==> src/rtl/ifmap_pop_engine.sv <==
// Per-FIFO pop executor: latches a pop count per ifmap FIFO on its need_pop strobe,
// issues that many throttled single-cycle pops toward the PE row, then raises done.
module ifmap_pop_engine #(
   parameter int NUM_IFMAP_FIFO = 32
) (
   input  logic                          clk,
   input  logic                          rst_n,
   input  logic [31:0]                   ifmap_need_pop_i,
   input  logic [31:0][31:0]             ifmap_pop_num_i,
   input  logic [NUM_IFMAP_FIFO-1:0]     ifmap_fifo_empty_i,
   input  logic [NUM_IFMAP_FIFO-1:0]     pe_row_ready_i,
   output logic [NUM_IFMAP_FIFO-1:0]     ifmap_fifo_pop_o,
   output logic [31:0]                   ifmap_fifo_done_matrix_o,
   output logic                          busy_o
);

   typedef enum logic [1:0] {
      IDLE = 2'd0,
      POP  = 2'd1,
      DONE = 2'd2
   } lane_state_e;

   lane_state_e                 state_q  [NUM_IFMAP_FIFO];
   lane_state_e                 state_d  [NUM_IFMAP_FIFO];
   logic [31:0]                 remain_q [NUM_IFMAP_FIFO];
   logic [31:0]                 remain_d [NUM_IFMAP_FIFO];
   logic [NUM_IFMAP_FIFO-1:0]   done_q;

   // A strobe outranks everything else in its cycle, so it also masks a pending pop
   // and the lane restarts cleanly from the new count.
   always_comb begin
      // NOTE: every always_comb output gets a default first so no path infers a latch.
      busy_o = 1'b0;
      for (int i = 0; i < NUM_IFMAP_FIFO; i++) begin
         state_d[i]  = state_q[i];
         remain_d[i] = remain_q[i];
         ifmap_fifo_pop_o[i] = (state_q[i] == POP) && !ifmap_fifo_empty_i[i] &&
                               pe_row_ready_i[i] && !ifmap_need_pop_i[i];
         busy_o = busy_o | (state_q[i] == POP);

         if (ifmap_need_pop_i[i]) begin
            if (ifmap_pop_num_i[i] != 32'd0) begin
               remain_d[i] = ifmap_pop_num_i[i];
               state_d[i]  = POP;
            end else begin
               remain_d[i] = 32'd0;
               state_d[i]  = DONE;
            end
         end else if (ifmap_fifo_pop_o[i]) begin
            // remain is never zero in POP, so this cannot underflow
            remain_d[i] = remain_q[i] - 32'd1;
            if (remain_q[i] == 32'd1) begin
               state_d[i] = DONE;
            end
         end
      end
   end

   always_ff @(posedge clk or negedge rst_n) begin
      if (!rst_n) begin
         for (int i = 0; i < NUM_IFMAP_FIFO; i++) begin
            state_q[i]  <= IDLE;
            remain_q[i] <= 32'd0;
         end
         done_q <= '0;
      end else begin
         // NOTE: sequential state uses non-blocking assignments so all lanes update
         // from the same pre-edge values.
         for (int i = 0; i < NUM_IFMAP_FIFO; i++) begin
            state_q[i]  <= state_d[i];
            remain_q[i] <= remain_d[i];
            done_q[i]   <= (state_d[i] == DONE);
         end
      end
   end

   // Unserved lanes read as done so the consumer's AND-reduction still passes.
   for (genvar g = 0; g < 32; g++) begin : g_done
      if (g < NUM_IFMAP_FIFO) begin : g_lane
         assign ifmap_fifo_done_matrix_o[g] = done_q[g];
      end else begin : g_tie
         assign ifmap_fifo_done_matrix_o[g] = 1'b1;
      end
   end

   if (NUM_IFMAP_FIFO < 32) begin : g_unused
      logic unused_hi_bits;
      assign unused_hi_bits = ^{ifmap_need_pop_i[31:NUM_IFMAP_FIFO],
                                ifmap_pop_num_i[31:NUM_IFMAP_FIFO]};
   end

endmodule

==> config.mk <==
export PLATFORM = sky130hd
export DESIGN_NAME = ifmap_pop_engine
export DESIGN_NICKNAME = d
export VERILOG_FILES = /design/src/rtl/ifmap_pop_engine.sv
export SDC_FILE = /design/constraint.sdc
export NUM_CORES = 2
export LEC_CHECK = 0
export ABC_CLOCK_PERIOD_IN_PS = 4500
export CORE_AREA = 2 2 462 464
export CTS_BUF_LIST = sky130_fd_sc_hd__clkbuf_4 sky130_fd_sc_hd__clkbuf_8
export DETAILED_ROUTE_END_ITERATION = 6
export DIE_AREA = 0 0 464 466
export PLACE_DENSITY = 0.52
export SLEW_MARGIN = 20
export SYNTH_ARGS = -nofsm -noshare
export SYNTH_HDL_FRONTEND = slang
export SYNTH_SLANG_ARGS = --single-unit
==> constraint.sdc <==
create_clock -name clk -period 4.5 [get_ports clk]
set_clock_uncertainty 0.05 [all_clocks]
set_input_delay 0.45 -clock clk [delete_from_list [all_inputs] [get_ports clk]]
set_output_delay 0.45 -clock clk [all_outputs]
set_load 0.01 [all_outputs]
Word level (Yosys, flattened, before mapping)
Cells that the tools add are included.
Storage, ports and cells
  register bits: 1120
  output and inout bits: 65
  input port bits: 1122
  word-level logic and storage cells: 672
Operators by class
  multiplexer cells: 224
  add/sub/neg operators: 32
  equality and inequality tests: 96
  reductions and logical operators: 224
  bitwise operators: 31
Operators with widths (count)
  two-way mux 32 bit: 96
  equality test 32 x 1 -> 1 bit (second input constant): 32
  nonzero test 32 bit: 32
  subtractor 32 x 1 -> 32 bit (second input constant): 32
  two-way mux 2 bit: 128
  logical AND 1 bit: 96
  equality test 2 x 1 -> 1 bit (second input constant): 32
  equality test 2 bit (second input constant): 32
  logical NOT 1 bit: 64
  nonzero test 2 bit: 32
  bitwise OR 1 bit: 31

Longest topological paths before layout
  depth after elaboration: 32
  depth in mapped cells: 9
  gate-level depth less buffers: 7

Worst setup path after synthesis
No wires, ideal clock.
  path type: flip-flop to flip-flop
  from: register remain_q[750] (netlist name)
  to: register remain_q[765] (netlist name)
  stages on the path, launching flop included: 7
  arrival time: 2.557 ns
  setup time: 0.126 ns
  path buffers: 1
  period minus slack after synthesis: 2.733 ns
  data required time: 4.324 ns
  path slack: 1.767 ns
  cells stage by stage: dfrtp_1 > or4_4 > or4_4 > buf_6 > or4_1 > and3_1 > a221o_1
On the way
  cells in the longest elaborated chain, start to end: 3
RTL lines
  start, declared: line 25  | logic [31:0] remain_q [NUM_IFMAP_FIFO];
  start signal, assigned by index: line 71  | remain_q[i] <= remain_d[i];
  subtractor 32 x 1 -> 32 bit: line 51  | remain_d[i] = remain_q[i] - 32'd1;
  two-way mux 32 bit: line 49  | end else if (ifmap_fifo_pop_o[i]) begin
  two-way mux 32 bit: line 41  | if (ifmap_need_pop_i[i]) begin
Every way passes these cells. The select of a mux whose other input is x is not followed.
A chain may end at the register's enable or synchronous reset.

Worst setup path after layout
  from: register state_q[60] (netlist name)
  to: output port busy_o
On the way
  cells in the longest elaborated chain, start to end: 32
RTL lines
  start, declared: line 23  | lane_state_e state_q [NUM_IFMAP_FIFO];
  start signal, assigned by index: line 70  | state_q[i] <= state_d[i];
  equality test 2 x 1 -> 1 bit: line 39  | busy_o = busy_o | (state_q[i] == POP);
  bitwise OR 1 bit (31 in series): line 39
  end, declared: line 14  | output logic busy_o
Every way passes these cells.

==> impl_metrics.csv <==
group,metric,value,unit
run_status,status,"finished, final reports clean",
worst_setup_path,worstSetupPathType,"register to output port",
finish,multi_input_area,37140,sq um
worst_setup_path,cp_max_fo,4,
finish,fin_area,94200,sq um
clock_network,clk_path_buf_depth,3,
die,die_area,216200,sq um
power,ir_worst_vdd,0.2922,mV
global_routing,grt_pass1_wl,437500,um
die,ioPinCount,1187,
drt,drt-total-wl,289300,um
worst_setup_path,cp_cell_sequence,"inv_1 -> o22ai_1 -> a221o_1 -> a2111oi_0 -> nand4_1 -> clkdlybuf4s50_1",
drt,routedWlPerCell,22.56,um
power,switchingPower,8.815,mW
logic_synthesis,syn_area,67000,sq um
logic_synthesis,synth_flop_cell,"dfrtp_1",
finish,final_util,44.59,%
place,dp_hpwl,221400,um
sta,fin_crit_sh,93.13,%
clock_network,path_clk_slew,0.06,ns
sta,hold_viol,0,
worst_setup_path,crit_family,"compound AO/OA/AOI/OAI gates",
worst_setup_path,cp_slowest_cell,"clkdlybuf4s50_1",
global_routing,grt_usage,25.86,%
place,dpl_worst_slack,1.201,ns
logic_synthesis,synth_cell_type_count,81,
worst_setup_path,path_buf_inv,2,
clock_network,clock_latency,0.99,ns
logic_synthesis,async_flop_share,100.0,%
sta,rsz0062_at_grt,"no",
drt,drtIter0Drc,6316,
worst_setup_path,end_kind,"output port",
clock_network,cts-htree-levels,4,
sta,fmax,238.6,MHz
worst_setup_path,required,4.00,ns
place,gp_congestion,0.9364,
job,drv_cap,0,
finish,area_growth,40.59,%
sta,relSlewSlack,27.25,%
power,switching_share,30.55,%
worst_setup_path,worstPathArrival,3.69,ns
sta,finalMaxSlewViolations,0,
sta,layout_setup_ws,0.3089,ns
clock_network,postCtsSetupRepairBufs,0,
sta,fin_hold_ws,0.1065,ns
logic_synthesis,synthesis.nets,9098,
finish,layout.nets,10970,
drt,drt.antenna.violating_nets,0,
logic_synthesis,ys_ff_latch,1120,
hold_path,worstHoldPathType,"input port to asynchronous set/reset pin",
finish,fill_cells,20670,
power,clockPowerShare,39.0,%
clock_network,cts_buffers,211,
die,initial_core_util,31.72,%
place,io_buffers,1186,
logic_synthesis,ys_seq_area_share,41.83,%
logic_synthesis,synth_edf_count,0,
worst_setup_path,crit_path_start_kind,"register",
die,row_count,169,
die,dieWidth,464,um
global_routing,grt_overflow,0,
finish,drive_gt1_share,6.754,%
drt,vias_per_cell,5.565,
clock_network,cts-root-buf,"clkbuf_8",
power,p_per_area,306.3,nW/um^2
logic_synthesis,ys_warn_count,0,
sta,worst_pin_slew,1.081,ns
finish,ff_latch_area,28030,sq um
die,coreArea,211200,sq um
worst_setup_path,worst-path-stages,6,
die,die_height,466,um
drt,dr_total_vias,71360,
worst_setup_path,slowest_delay,0.70,ns
power,power_frac_seq,41.7,%
clock_network,cts_tree,"yes",
global_routing,grt_max_degree,116,
logic_synthesis,syn_inst,7912,
drt,drc,0,
power,p_comb_share,19.3,%
place,place_area,82210,sq um
global_routing,grt_pass1_vias,70950,
clock_network,clock-sinks,1120,
drt,dr.pass1.iters,6,
power,p_leak,35.62,nW
global_routing,antenna_found_initial,84,
power,p_int,20.04,mW
sta,finalSetupViolCount,0,
sta,fin_setup_tns,0,ns
sta,post-route-min-period,4.191,ns
logic_synthesis,syn_avg_cell_area,8.468,sq um
worst_setup_path,reg2reg_depth,6,
## flip-flops by register name, indices dropped and copies added, names as in the netlist
register / count
ifmap_fifo_done_matrix_o: 32
state_q: 64
remain_q: 1024
## stage by stage
stage,cells,power (mW)
after floorplan,7912,14.44
after global placement,11680,17.10
after detailed placement,11680,17.16
after CTS,12770,29.13
after global routing,12810,30.29
final,12820,28.85
## power by group through the flow
stage / Clock [mW] / Combinational (mW) / Sequential (mW)
2_1_floorplan: 0 / 2.55 / 11.9
3_3_place_gp: 0 / 4.95 / 12.1
3_5_place_dp: 0 / 5.00 / 12.2
4_1_cts: 11.6 / 5.57 / 12.0
5_1_grt: 12.0 / 6.09 / 12.2
6_report: 11.2 / 5.57 / 12.0
## metal layers
layer / GRT usage, % / vias to the layer above / part of all wire (%)
met3: 4.781 / 592 / 6.4
met5: 0 / - / 0.10
met4: 11.87 / 44 / 4.6
met2: 41.18 / 2659 / 46
met1: 34.01 / 34870 / 43
li1: - / 33200 / -
## layout by cell type, fill, tap and decap left out, types with 59 or more instances in the layout
cell type	Yosys	layout
or4_1	168	168
a21oi_1	330	330
or3_1	139	139
nor3_1	342	341
buf_4	0	113
clkdlybuf4s50_1	0	1182
xor2_1	189	189
or2_2	59	59
dfrtp_1	1120	1120
nand3_1	176	176
nor2_1	540	540
inv_1	166	166
nor4_1	645	642
nand2_1	1177	1177
clkbuf_8	0	277
a31oi_1	113	113
dlygate4sd3_1	0	709
nand4_1	185	185
xnor2_1	388	388
o21ai_0	723	723
ha_1	64	64
## synth_stat cells (166+ instances only)
| cell type | n | area [sq um] |
|---|---|---|
| a21oi_1 | 330 | 1652 |
| clkbuf_1 | 349 | 1310 |
| dfrtp_1 | 1120 | 28030 |
| inv_1 | 166 | 623.1 |
| nand2_1 | 1177 | 4418 |
| nand3_1 | 176 | 880.8 |
| nand4_1 | 185 | 1157 |
| nor2_1 | 540 | 2027 |
| nor3_1 | 342 | 1712 |
| nor4_1 | 645 | 4035 |
| o21ai_0 | 723 | 3618 |
| or4_1 | 168 | 1261 |
| xnor2_1 | 388 | 3398 |
| xor2_1 | 189 | 1655 |
## final cells by class
| class | count | share of cell area [%] |
|---|---|---|
| multi-input combinational | 6253 | 39.43 |
| clock inverter | 49 | 0.5247 |
| sequential | 1120 | 29.75 |
| inverter | 176 | 0.7013 |
| timing repair buffer | 2017 | 21.21 |
| antenna | 52 | 0.1381 |
| clock buffer | 334 | 4.501 |
| tap | 2821 | 3.747 |
## path summary, 6_finish.rpt
| check | startpoint | end | slack [ns] |
|---|---|---|---|
| min | rst_n | remain_q[700]$_DFFE_PN0P_ | 0.11 |
| min reg2reg | remain_q[498]$_DFFE_PN0P_ | remain_q[498]$_DFFE_PN0P_ | 0.44 |
| max in group asynchronous | rst_n | remain_q[993]$_DFFE_PN0P_ | 2.94 |
| max | state_q[60]$_DFF_PN0_ | busy_o | 0.31 |
| min in group clk | ifmap_pop_num_i[180] | remain_q[852]$_DFFE_PN0P_ | 0.13 |
| max reg2reg | remain_q[486]$_DFFE_PN0P_ | remain_q[508]$_DFFE_PN0P_ | 1.15 |
## repair_timing
item | CTS | global route
gates resized for setup | 0 | 0
endpoints found under the hold margin | 841 | 0
hold buffers | 709 | 0
## cell families after synthesis
| logic type | share of synthesized area, % |
|---|---|
| and+or+nand+nor | 29.99 |
| xor gates and xnor gates | 7.543 |
| DFF | 41.83 |
| muxes | 0.2204 |
| buffers and inverters | 3.031 |
| AOI/OAI and AO/OA | 16.19 |
| adders and majority gates | 1.195 |
No activity file was read; power rests on OpenSTA's default activity.
